===== src/rtl/mem_bist_pkg.sv =====
// Shared types and defaults for the memory BIST sequencer and its compare stage.
package mem_bist_pkg;

  localparam int ADDR_W_DEF = 9;
  localparam int DATA_W_DEF = 8;
  localparam int DEPTH_DEF  = 512;
  localparam int RD_LAT_DEF = 1;
  localparam int ERR_W_DEF  = 16;

  typedef enum logic [2:0] {IDLE, W0, R0, WA, RA, DONE} state_t;

  localparam logic PH_R0 = 1'b0;
  localparam logic PH_RA = 1'b1;

endpackage


===== src/rtl/mem_bist_cmp.sv =====
// Read-data checker: delays expected value/address to line up with mem_rdata,
// counts miscompares (saturating) and captures the first failing location.
module mem_bist_cmp #(
  parameter int ADDR_WIDTH = 9,
  parameter int DATA_WIDTH = 8,
  parameter int RD_LATENCY = 1,
  parameter int ERR_W      = 16
) (
  input  logic                  clk,
  input  logic                  rst,
  input  logic                  clr,
  input  logic                  rd,
  input  logic [ADDR_WIDTH-1:0] addr,
  input  logic [DATA_WIDTH-1:0] exp,
  input  logic                  phase,
  input  logic [DATA_WIDTH-1:0] rdata,
  output logic [ERR_W-1:0]      err_count,
  output logic [ADDR_WIDTH-1:0] fail_addr,
  output logic [DATA_WIDTH-1:0] fail_data,
  output logic                  fail_phase
);

  // Stage 1 is loaded on the edge where the memory samples the read.
  logic [RD_LATENCY:1]                 vld_pipe;
  logic [RD_LATENCY:1]                 ph_pipe;
  logic [RD_LATENCY:1][DATA_WIDTH-1:0] exp_pipe;
  logic [RD_LATENCY:1][ADDR_WIDTH-1:0] addr_pipe;
  logic                                miss;

  always_ff @(posedge clk or posedge rst) begin
    if (rst) begin
      vld_pipe  <= '0;
      ph_pipe   <= '0;
      exp_pipe  <= '0;
      addr_pipe <= '0;
    end else begin
      vld_pipe[1]  <= rd;
      ph_pipe[1]   <= phase;
      exp_pipe[1]  <= exp;
      addr_pipe[1] <= addr;
      for (int i = 2; i <= RD_LATENCY; i++) begin
        vld_pipe[i]  <= vld_pipe[i-1];
        ph_pipe[i]   <= ph_pipe[i-1];
        exp_pipe[i]  <= exp_pipe[i-1];
        addr_pipe[i] <= addr_pipe[i-1];
      end
    end
  end

  assign miss = vld_pipe[RD_LATENCY] && (rdata != exp_pipe[RD_LATENCY]);

  // err_count never returns to zero within a run, so zero marks "no fail yet".
  always_ff @(posedge clk or posedge rst) begin
    if (rst) begin
      err_count  <= '0;
      fail_addr  <= '0;
      fail_data  <= '0;
      fail_phase <= 1'b0;
    end else if (clr) begin
      err_count  <= '0;
      fail_addr  <= '0;
      fail_data  <= '0;
      fail_phase <= 1'b0;
    end else if (miss) begin
      if (err_count == '0) begin
        fail_addr  <= addr_pipe[RD_LATENCY];
        fail_data  <= rdata;
        fail_phase <= ph_pipe[RD_LATENCY];
      end
      if (err_count != '1) err_count <= err_count + 1'b1;
    end
  end

endmodule


===== src/rtl/mem_bist_ctrl.sv =====
// March BIST sequencer: W0, R0, WA, RA over the whole memory, with registered
// memory strobes and a drain after each read phase for the read pipeline.
module mem_bist_ctrl
  import mem_bist_pkg::*;
#(
  parameter int ADDR_WIDTH = ADDR_W_DEF,
  parameter int DATA_WIDTH = DATA_W_DEF,
  parameter int MEM_DEPTH  = DEPTH_DEF,
  parameter int RD_LATENCY = RD_LAT_DEF,
  parameter int ERR_W      = ERR_W_DEF
) (
  input  logic                  clk,
  input  logic                  rst,
  input  logic                  start,
  output logic                  busy,
  output logic                  done,
  output logic                  pass,
  output logic [ERR_W-1:0]      err_count,
  output logic [ADDR_WIDTH-1:0] fail_addr,
  output logic [DATA_WIDTH-1:0] fail_data,
  output logic                  fail_phase,
  output logic                  mem_read,
  output logic                  mem_write,
  output logic [ADDR_WIDTH-1:0] mem_addr,
  output logic [DATA_WIDTH-1:0] mem_wdata,
  input  logic [DATA_WIDTH-1:0] mem_rdata
);

  localparam logic [ADDR_WIDTH-1:0] LAST  = ADDR_WIDTH'(MEM_DEPTH - 1);
  localparam int                    DCW   = (RD_LATENCY > 1) ? $clog2(RD_LATENCY) : 1;
  localparam logic [DCW-1:0]        DLAST = DCW'(RD_LATENCY - 1);

  state_t                          st, st_nxt;
  logic                            drain, drain_nxt;
  logic [DCW-1:0]                  dcnt, dcnt_nxt;
  logic [ADDR_WIDTH-1:0]           addr_nxt;
  logic                            clr;
  logic                            rd_d, wr_d, busy_d, done_d, phase_d, phase_q;
  logic [DATA_WIDTH-1:0]           wdata_d, exp_d, exp_q, pat;
  logic [ADDR_WIDTH+DATA_WIDTH-1:0] ext;

  // State, address counter and all strobes/data are registered together.
  always_ff @(posedge clk or posedge rst) begin
    if (rst) begin
      st        <= IDLE;
      drain     <= 1'b0;
      dcnt      <= '0;
      mem_addr  <= '0;
      mem_read  <= 1'b0;
      mem_write <= 1'b0;
      mem_wdata <= '0;
      exp_q     <= '0;
      phase_q   <= PH_R0;
      busy      <= 1'b0;
      done      <= 1'b0;
    end else begin
      st        <= st_nxt;
      drain     <= drain_nxt;
      dcnt      <= dcnt_nxt;
      mem_addr  <= addr_nxt;
      mem_read  <= rd_d;
      mem_write <= wr_d;
      mem_wdata <= wdata_d;
      exp_q     <= exp_d;
      phase_q   <= phase_d;
      busy      <= busy_d;
      done      <= done_d;
    end
  end

  always_comb begin
    st_nxt    = st;
    drain_nxt = drain;
    dcnt_nxt  = dcnt;
    addr_nxt  = mem_addr;
    clr       = 1'b0;
    case (st)
      IDLE, DONE: begin
        if (start) begin
          st_nxt   = W0;
          addr_nxt = '0;
          clr      = 1'b1;
        end
      end
      W0, WA: begin
        if (mem_addr == LAST) begin
          st_nxt   = (st == W0) ? R0 : RA;
          addr_nxt = '0;
        end else begin
          addr_nxt = mem_addr + 1'b1;
        end
      end
      R0, RA: begin
        if (!drain) begin
          if (mem_addr == LAST) begin
            drain_nxt = 1'b1;
            dcnt_nxt  = '0;
          end else begin
            addr_nxt = mem_addr + 1'b1;
          end
        end else if (dcnt == DLAST) begin
          drain_nxt = 1'b0;
          addr_nxt  = '0;
          st_nxt    = (st == R0) ? WA : DONE;
        end else begin
          dcnt_nxt = dcnt + 1'b1;
        end
      end
      default: st_nxt = IDLE;
    endcase
  end

  // Outputs decoded from the next state so they land in flops with it.
  always_comb begin
    ext     = {{DATA_WIDTH{1'b0}}, addr_nxt};
    pat     = ext[DATA_WIDTH-1:0];
    rd_d    = ((st_nxt == R0) || (st_nxt == RA)) && !drain_nxt;
    wr_d    = (st_nxt == W0) || (st_nxt == WA);
    wdata_d = (st_nxt == WA) ? pat : '0;
    exp_d   = (st_nxt == RA) ? pat : '0;
    phase_d = (st_nxt == RA) ? PH_RA : PH_R0;
    busy_d  = wr_d || (st_nxt == R0) || (st_nxt == RA);
    done_d  = (st_nxt == DONE);
  end

  assign pass = done && (err_count == '0);

  mem_bist_cmp #(
    .ADDR_WIDTH (ADDR_WIDTH),
    .DATA_WIDTH (DATA_WIDTH),
    .RD_LATENCY (RD_LATENCY),
    .ERR_W      (ERR_W)
  ) u_cmp (
    .clk        (clk),
    .rst        (rst),
    .clr        (clr),
    .rd         (mem_read),
    .addr       (mem_addr),
    .exp        (exp_q),
    .phase      (phase_q),
    .rdata      (mem_rdata),
    .err_count  (err_count),
    .fail_addr  (fail_addr),
    .fail_data  (fail_data),
    .fail_phase (fail_phase)
  );

endmodule


===== config.mk =====
export PLATFORM = sky130hd
export DESIGN_NAME = mem_bist_ctrl
export DESIGN_NICKNAME = d
export VERILOG_FILES = /design/src/rtl/mem_bist_pkg.sv /design/src/rtl/mem_bist_cmp.sv /design/src/rtl/mem_bist_ctrl.sv
export SDC_FILE = /design/constraint.sdc
export NUM_CORES = 1
export LEC_CHECK = 0
export CAP_MARGIN = 5
export CORE_UTILIZATION = 48
export CTS_BUF_LIST = sky130_fd_sc_hd__clkbuf_16
export CTS_CLUSTER_DIAMETER = 120
export DETAILED_ROUTE_END_ITERATION = 6
export PLACE_DENSITY = 0.79
export SLEW_MARGIN = 20
export SYNTH_ARGS = -nofsm -noshare
export SYNTH_HDL_FRONTEND = slang
export SYNTH_SLANG_ARGS = --single-unit

===== constraint.sdc =====
create_clock -name clk -period 2.85 [get_ports clk]
set_input_delay 0.285 -clock clk [delete_from_list [all_inputs] [get_ports clk]]
set_output_delay 0.285 -clock clk [all_outputs]
set_load 0.05 [all_outputs]

---- Yosys cells after proc, flatten, opt, wreduce, memory -nomap -nowiden ----
Index checks and enable logic that the tools add are counted.
storage, ports and cells
  bits in registers ....................... 88
  bits of input ports ..................... 11
  output and inout bits ................... 56
  memory bits (read-only) ................. 0
  memories kept ........................... 0
  RAM bits ................................ 0
  bits in latches ......................... 0
  logic and storage cells ................. 98
cells by class
  multiplexer cells ....................... 37
  shift-type cells ........................ 0
  multiply operators ...................... 0
  reduce and logical (&&, ||, !) cells .... 22
  bitwise operators ....................... 0
  magnitude comparators ................... 0
  equality and inequality tests ........... 16
  div/mod/pow operators ................... 0
  add/subtract/negate cells ............... 3
operators with widths
  cell                                                 count
  2-to-1 mux 9 bit                                     8
  2-to-1 mux 16 bit                                    3
  2-to-1 mux 8 bit                                     5
  one-hot mux 9 bit (3 select lines)                   1
  2-to-1 mux 3 bit                                     6
  adder 16 x 1 -> 16 bit, second input constant        1
  zero test 16 bit                                     1
  inequality test 16 bit, second input constant        1
  2-to-1 mux 1 bit                                     13
  equality test 3 x 2 -> 1 bit, second input constant  4
  equality test 3 bit, second input constant           4
  adder 9 x 1 -> 9 bit, second input constant          1
  equality test 9 bit, second input constant           1
  one-hot mux 3 bit (3 select lines)                   1
  inequality test 8 bit                                1
  nonzero test 2 bit                                   4
  equality test 3 x 1 -> 1 bit, second input constant  2
  inequality test 3 bit, second input constant         2
  AND reduction 2 bit                                  3
  OR reduction 2 bit                                   3
  logical OR 1 bit                                     4
  AND reduction 4 bit                                  1
  logical AND 1 bit                                    3
  zero test 3 bit                                      1
  other kinds (4)                                      4

---- Longest topological paths before layout ----
Gate-level depths: netlist of run 1.
  depth in word-level cells ............... 9
  depth in mapped cells ................... 12
  mapped depth without buffers ............ 11

---- Cells and area by module ----
From an unflattened synthesis of run 1, not the netlist that was laid out.
second synthesis, totals
  cells, all modules ...................... 358
  area total of the unflattened synthesis .. 3,938.8 um^2
by module, submodules not included
  module         area an instance (um^2)  instances  seq. area each (um^2)  cells an instance
  mem_bist_cmp   2,354.8                  1          1,326.3                202
  mem_bist_ctrl  1,584.0                  1          850.8                  156

---- Least setup slack after synthesis of run 1 ----
No wires, ideal clock.
  kind .................................... register to register
  start point ............................. reg mem_addr[0]
  end point ............................... reg mem_wdata[0]
  path slack .............................. 0.257 ns
  setup time .............................. 0.129 ns
  buffers on the path ..................... 1
  required time ........................... 2.721 ns
  stages on the path, launching flop included .. 13
  arrival time ............................ 2.464 ns
  path through ............................ dfrtp_1 > ha_1 > nand3_1 > nor2_1 > and3_1 > ha_1 > clkbuf_1 > nand2_1 > o31a_1 > o211ai_1 > inv_1 > nand2_1 > nor2_1
on the way
  word-level cells in the longest chain between the ends .. 5
ends and longest elaborated chain
  element                             line                  source
  start: declaration                  mem_bist_ctrl.sv:24   output logic [ADDR_WIDTH-1:0] mem_addr,
  start signal: assignment            mem_bist_ctrl.sv:60   mem_addr <= addr_nxt;
  equality test 9 bit                 mem_bist_ctrl.sv:86   if (mem_addr == LAST) begin
  2-to-1 mux 3 bit                    mem_bist_ctrl.sv:86
  one-hot mux 3 bit (3 select lines)  mem_bist_ctrl.sv:77   case (st)
  named net st_nxt[0]                 mem_bist_ctrl.sv:33   state_t st, st_nxt;
  equality test 3 x 2 -> 1 bit        mem_bist_ctrl.sv:119  wdata_d = (st_nxt == WA) ? pat : '0;
  2-to-1 mux 8 bit                    mem_bist_ctrl.sv:119
  named net wdata_d[0]                mem_bist_ctrl.sv:39   logic [DATA_WIDTH-1:0] wdata_d, exp_d, exp_q, pat;
  end signal: assignment              mem_bist_ctrl.sv:63   mem_wdata <= wdata_d;
  end: declaration                    mem_bist_ctrl.sv:25   output logic [DATA_WIDTH-1:0] mem_wdata,
The timed path passes the listed nets, and every way through them passes these cells. The select of a mux whose other input is x is not followed.
A chain may end at the register's enable or synchronous reset.

---- Final worst setup path of run 1 ----
  start point ............................. reg mem_addr[0]
  end point ............................... reg exp_q[7]
on the way
  word-level cells in the longest chain between the ends .. 5
ends and longest elaborated chain
  element                                                                    line                                       source
  adder 9 x 1 -> 9 bit or equality test 9 bit (tied branches)                --
  2-to-1 mux 9 bit or 2-to-1 mux 3 bit (tied branches)                       mem_bist_ctrl.sv:95, mem_bist_ctrl.sv:86
  2-to-1 mux 9 bit or one-hot mux 3 bit (3 select lines) (tied branches)     mem_bist_ctrl.sv:94, mem_bist_ctrl.sv:77
  one-hot mux 9 bit (3 select lines) or equality test 3 bit (tied branches)  mem_bist_ctrl.sv:77, mem_bist_ctrl.sv:120
  2-to-1 mux 8 bit *                                                         mem_bist_ctrl.sv:120                       exp_d = (st_nxt == RA) ? pat : '0;
  named net exp_d[7]                                                         mem_bist_ctrl.sv:39
  end signal: assignment                                                     mem_bist_ctrl.sv:64                        exp_q <= exp_d;
  end: declaration                                                           mem_bist_ctrl.sv:39
Mark *: on every way through the listed nets, which the timed path passes. The rest lies on a longest branch. The select of a mux whose other input is x is not followed.

==> results of run 1 <==
-- flip-flops by register name, indices dropped and copies added (netlist names), 3 cells and up --
name	cells
exp_q	8
mem_addr	9
mem_wdata	8
st	3
u_cmp.addr_pipe	9
u_cmp.err_count	16
u_cmp.exp_pipe	8
u_cmp.fail_addr	9
u_cmp.fail_data	8
-- path summary, 6_finish.rpt --
| kind | cells past startpoint | slack [ps] | endpoint | from |
|---|---|---|---|---|
| hold / removal | 0 | 350 | u_cmp.exp_pipe[0]$_DFF_PP0_ | exp_q[0]$_DFF_PP0_ |
| setup reg to reg | 10 | 160 | exp_q[7]$_DFF_PP0_ | mem_addr[0]$_DFF_PP0_ |
| min in group asynchronous | 2 | 380 | mem_write$_DFF_PP0_ | rst |
| setup / recovery | 10 | 160 | exp_q[7]$_DFF_PP0_ | mem_addr[0]$_DFF_PP0_ |
| hold reg to reg | 0 | 350 | u_cmp.exp_pipe[0]$_DFF_PP0_ | exp_q[0]$_DFF_PP0_ |
| max in group asynchronous | 3 | 1800 | u_cmp.fail_addr[7]$_DFFE_PP0P_ | rst |
-- per-stage QoR --
step	setup WS [ps]	power, mW	instances	utilization (%)
final	164	3.09	542	62.6
after global placement	365	2.00	526	59.0
after CTS	118	3.11	542	62.6
after global routing	9.13	3.21	542	62.6
after floorplan	257	1.79	370	-
after detailed placement	262	2.01	526	59.0
-- power groups by stage --
stage               clock network, mW  logic, mW  registers [mW]
floorplan                           0      0.194            1.60
global placement                    0      0.543            1.45
detailed placement                  0      0.555            1.46
CTS                              1.12      0.557            1.43
global route                     1.17      0.597            1.45
finish                           1.10      0.557            1.44
-- final cells by class --
cell class	instances	area, sq um
multi-input cells	245	1460
clock buffers	9	225
repair buffers	71	713
fillers	610	2890
well taps	102	128
flip-flops and latches	87	2180
inverters	21	80.1
clock inverters	7	56.3
-- cells in the mapped netlist (2+ instances only) --
cell type and n:
o31a_1 5, nand2b_1 2, nand2_1 43, o41ai_1 2
nor2_1 25, o31ai_1 6, and2_1 3, nor3_1 6
clkbuf_1 7, a21oi_1 12, and3_1 4, nor2b_1 4
nand4_1 7, o21ai_1 2, nor4_1 7, inv_1 21
o22ai_1 2, a2bb2oi_1 2, mux2i_1 2, or4_1 9
a22oi_1 3, xnor2_1 11, o21a_1 4, buf_2 7
ha_1 5, nand3_1 29, dfrtp_1 87, xor2_1 2
o21ai_0 23, or3_1 2
-- worst max-delay path: stages (launching register included) --
cell and delay [ps]:
dfrtp_1 450, ha_1 250, nand3_1 100, nor2_1 60, and3_1 180, ha_1 290
nand4b_1 290, or3_1 450, a21boi_0 150, o22ai_1 250, nor2_1 80
-- layer usage --
metal	share of wire, %	wire length, um
met3	6.0	498
met2	47	3890
met1	46	3780
met4	1.5	124
met5	0	0
-- repair_timing --
item,in CTS,in global routing
setup buffers,0,0
resized for setup,0,1
endpoints found under the setup margin,0,1
-- logic make-up after synthesis --
logic type | Yosys count
simple gates | 153
mux | 2
fa+ha+maj | 5
buf+inv | 38
compound gates | 72
flops | 87
xor+xnor | 13
==> results_dict.tcl, run 1 <==
set metrics [dict create \
    outcome "completed" \
    synth_warnings 0 \
    synth_cell_type_count 56 \
    num_rows 32 \
    gp_congestion 0.950 \
    skew_ps 5.49 \
    die-area_sq_mm 0.00832 \
    critPathLaunchType "flip-flop" \
    synth_compound_area_share_pct 12.5 \
    syn-num-nets 386 \
    path_class "flip-flop to flip-flop" \
    worst_pin_slew_ps 738 \
    synth_fa_ha_area_share_pct 1.64 \
    postCtsHoldBufs 0 \
    fin_crit_ps 2690 \
    drive_gt1_share_pct 6.82 \
    via_per_inst 5.52 \
    critPathCaptureType "flip-flop" \
    final_cell_mix "87 x dfrtp_1, 65 x clkdlybuf4s50_1, 43 x nand2_1" \
    cts_buffer_depth 2 \
    grt_pass1_wl_um 14000 \
    power.internal_mw 2.12 \
    grt_setup_unrepaired "no" \
    synthesis.area_sq_mm 0.00382 \
    yosysTopAreaCell "dfrtp_1" \
    synthXorXnorAreaFrac_pct 2.98 \
    leakagePower_nw 2.17 \
    wl_um 8290 \
    hold_path.class "flip-flop to flip-flop" \
    power_frac_clock_pct 35.4 \
    yosysTopAreaCellShare_pct 57.0 \
    start_util_pct 49.4 \
    power_switching_share_pct 31.5 \
    dr.pass1.iters 4 \
    peakVddDrop_mv 0.425 \
    layout_commonest_cell "dfrtp_1" \
    grt_usage_pct 21.5 \
    fin_area_sq_mm 0.00484 \
    syn_inst 370 \
    drv_slew 0 \
    synth-main-ff-cell "dfrtp_1" \
    cts_sinks 87 \
    hold_violations 0 \
    grt_max_degree 46 \
    ctsRootBufferMaster "clkbuf_16" \
    layout.nets 451 \
    postRouteAntennaNets 0 \
    async_flop_share_pct 100 \
    gr-usage-met1_pct 30.9 \
    synth_edf_count 0 \
    grt_pass1_vias 2823 \
    area.growth.synth_to_final_pct 26.8 \
    place_area_sq_mm 0.00456 \
    numCtsBuffers 9 \
    crit_path_max_fanout 11 \
    p_sw_mw 0.974 \
    p_seq_share_pct 46.5 \
    synth_top_family_by_area "simple AND/OR/NAND/NOR gates" \
    grtUsageMet3_pct 4.94 \
    antenna_found_initial 0 \
    setup_viol 0 \
    arrival_ps 2900 \
    yosysSeqAreaShare_pct 57.0 \
    met2_usage_pct 32.0 \
    drt_iter0_drc 195 \
    vias 2991 \
    clock.fmax_mhz 372 \
    yosys-top-cells-area "dfrtp_1 57%, nand2_1 4.2%, nand3_1 3.8%" \
    dpl.hpwl_um 5760 \
    yosys.area_share.simple_pct 20.6 \
    slew_headroom_pct 50.7 \
    cts.reportedPaths.clkPinSlew_ps 70 \
    cts_tree "done" \
    die_w_um 91.2 \
    grt-busiest-layer "met2" \
    io_buffers 66 \
    period_share_pct 94.2 \
    grt_overflow 0 \
    drcViolationCount 0 \
    num_antenna_cells 0 \
    maxCapViolCount 0 \
    clk_latency_ps 330 \
    synthMuxAreaShare_pct 0.524 \
    wl_per_cell_um 15.3 \
    core_area_sq_mm 0.00773 \
    die-height_um 91.2 \
    hold_ws_ps 352 \
    power.density_mw_per_mm2 639 \
    num_io_pins 67 \
    syn_avg_cell_area_sq_um 10.3 \
    ys_ff_latch 87 \
    crit_required_ps 3060 \
    htree_levels 3 \
    setup-tns-final_ps 0 \
    p_comb_share_pct 18.0 \
]
No activity file was read; power rests on OpenSTA's default activity.
==> run 2, diff against run 1 <==
CORE_MARGIN = 1.5   (was not set)
SLEW_MARGIN = 30   (was 20)
==> results_dict.tcl, run 2 (synthesis results as in run 1) <==
set metrics [dict create \
    drcViolationCount 0 \
    fin_crit_ps 2750 \
    die-height_um 92.2 \
    htree_levels 3 \
    num_io_pins 67 \
    crit_path_max_fanout 6 \
    antenna_found_initial 0 \
    setup-tns-final_ps 0 \
    multi_input_area_sq_mm 0.00146 \
    layout.nets 453 \
    worst_pin_slew_ps 513 \
    grt_overflow 0 \
    grt_max_degree 73 \
    cts_tree "done" \
    dr.pass1.iters 5 \
    grt_pass1_wl_um 14200 \
    layout_commonest_cell "dfrtp_1" \
    wl_per_cell_um 15.6 \
    r2r-start "mem_addr[0]$_DFF_PP0_" \
    crit_path_max_incr_delay_ps 790 \
    grt_setup_unrepaired "no" \
    drt_iter0_drc 292 \
    regMostFlops "u_cmp.err_count" \
    fin_area_sq_mm 0.00485 \
    hold_path.class "input pin to asynchronous set/reset pin" \
    crit_required_ps 2570 \
    hold_violations 0 \
    critPathCaptureType "output port" \
    path_cells "inv_1 > ha_1 > nor4b_1 > and4_1 > and2_1 > clkdlybuf4s50_1" \
    grt_pass1_vias 2889 \
    die_w_um 92.2 \
    numCtsBuffers 9 \
    final_cell_mix "87 x dfrtp_1, 66 x clkdlybuf4s50_1, 42 x nand2_1" \
    cts.reportedPaths.clkPinSlew_ps 70 \
    power.density_mw_per_mm2 639 \
    r2r_cells 11 \
    wl_um 8510 \
    peakVddDrop_mv 0.398 \
    finalPower_mw 3.10 \
    cts_buffer_depth 2 \
    area.growth.synth_to_final_pct 27.0 \
    seq_area_sq_mm 0.00218 \
    clk_latency_ps 340 \
    num_rows 32 \
    drv_slew 0 \
    r2r_end "busy$_DFF_PP0_" \
    die-area_sq_mm 0.00850 \
    critPathLaunchType "flip-flop" \
    critical_path.slowest_cell "clkdlybuf4s50_1" \
    maxCapViolCount 0 \
    reg2reg_slack_ps 220 \
    start_util_pct 49.4 \
    period_share_pct 96.5 \
    arrival_ps 2460 \
    drive_gt1_share_pct 7.24 \
    place_area_sq_mm 0.00457 \
    cts_sinks 87 \
    skew_ps 7.57 \
    dpl.hpwl_um 5770 \
    num_antenna_cells 0 \
    core_area_sq_mm 0.00773 \
    leakagePower_nw 2.16 \
    slew_headroom_pct 65.7 \
    io_buffers 66 \
    clock.fmax_mhz 364 \
    grt_usage_pct 21.7 \
    vias 3033 \
    largest_reg_flops 16 \
    hold_ws_ps 199 \
    via_per_inst 5.58 \
    path_class "flip-flop to output port" \
    gp_congestion 0.932 \
    setup_viol 0 \
    postRouteAntennaNets 0 \
    fill_cells 640 \
    outcome "completed" \
    final_util_pct 62.7 \
    ctsRootBufferMaster "clkbuf_16" \
]
==> run 2: changes by cell type in the layout (fill, tap and decap cells not counted), sizes merged <==
cell	change
buf	+2
clkdlybuf4s50	+1
clkinv	+1
inv	-1
dlymetal6s2s	-1
==> run 2: area by class of cell <==
cell class | instances | share of cell area, %
repair buffers | 73 | 15.0
clock inverters | 7 | 1.01
well taps | 102 | 2.63
flip-flops and latches | 87 | 44.9
multi-input cells | 245 | 30.2
clock buffers | 9 | 4.65
inverters | 21 | 1.65
==> run 2: worst max-delay path by stage <==
stage          slack, ps                endpoint  cells after the start                      startpoint
2_1_floorplan        260  mem_wdata[0]$_DFF_PP0_                     12           mem_addr[0]$_DFF_PP0_
3_3_place_gp         350      exp_q[7]$_DFF_PP0_                     10           mem_addr[0]$_DFF_PP0_
3_5_place_dp         290  mem_wdata[7]$_DFF_PP0_                     10           mem_addr[0]$_DFF_PP0_
4_1_cts              100                    pass                      6  u_cmp.err_count[0]$_DFFE_PP0P_
5_1_grt                9                    pass                      6  u_cmp.err_count[0]$_DFFE_PP0P_
6_report             100                    pass                      6  u_cmp.err_count[0]$_DFFE_PP0P_
==> run 2: metrics by stage <==
step | worst slack [ps] | cells
2_1_floorplan | 257 | 370
6_report | 100 | 544
5_1_grt | 8.94 | 544
4_1_cts | 101 | 544
3_3_place_gp | 353 | 528
3_5_place_dp | 287 | 528
==> run 2: worst max-delay path: cells and delay by family, from the launching register on <==
kind | cells | cell delay (ps)
flip-flops | 1 | 440
buffers and inverters | 2 | 890
adder cells (fa/ha/maj) | 1 | 140
AND/OR/NAND/NOR | 3 | 660
==> run 2: where the power goes <==
group	switching, mW	internal, mW	leakage, nW
registers	0.0874	1.33	1.17
logic	0.395	0.205	0.853
clock network	0.489	0.591	0.131
==> run 2: repair_timing <==
item,CTS,global route
setup buffers,0,0
endpoints found under the setup margin,0,8
resized for setup,0,1
hold buffers,0,0
==> run 2: layer usage <==
metal / vias up / GRT usage (%) / share of wire (%)
li1: 1451 / - / -
met1: 1475 / 30.3 / 46
met2: 92 / 32.8 / 47
met3: 15 / 3.90 / 4.9
met4: 0 / 10.1 / 1.8
met5: - / 0 / 0
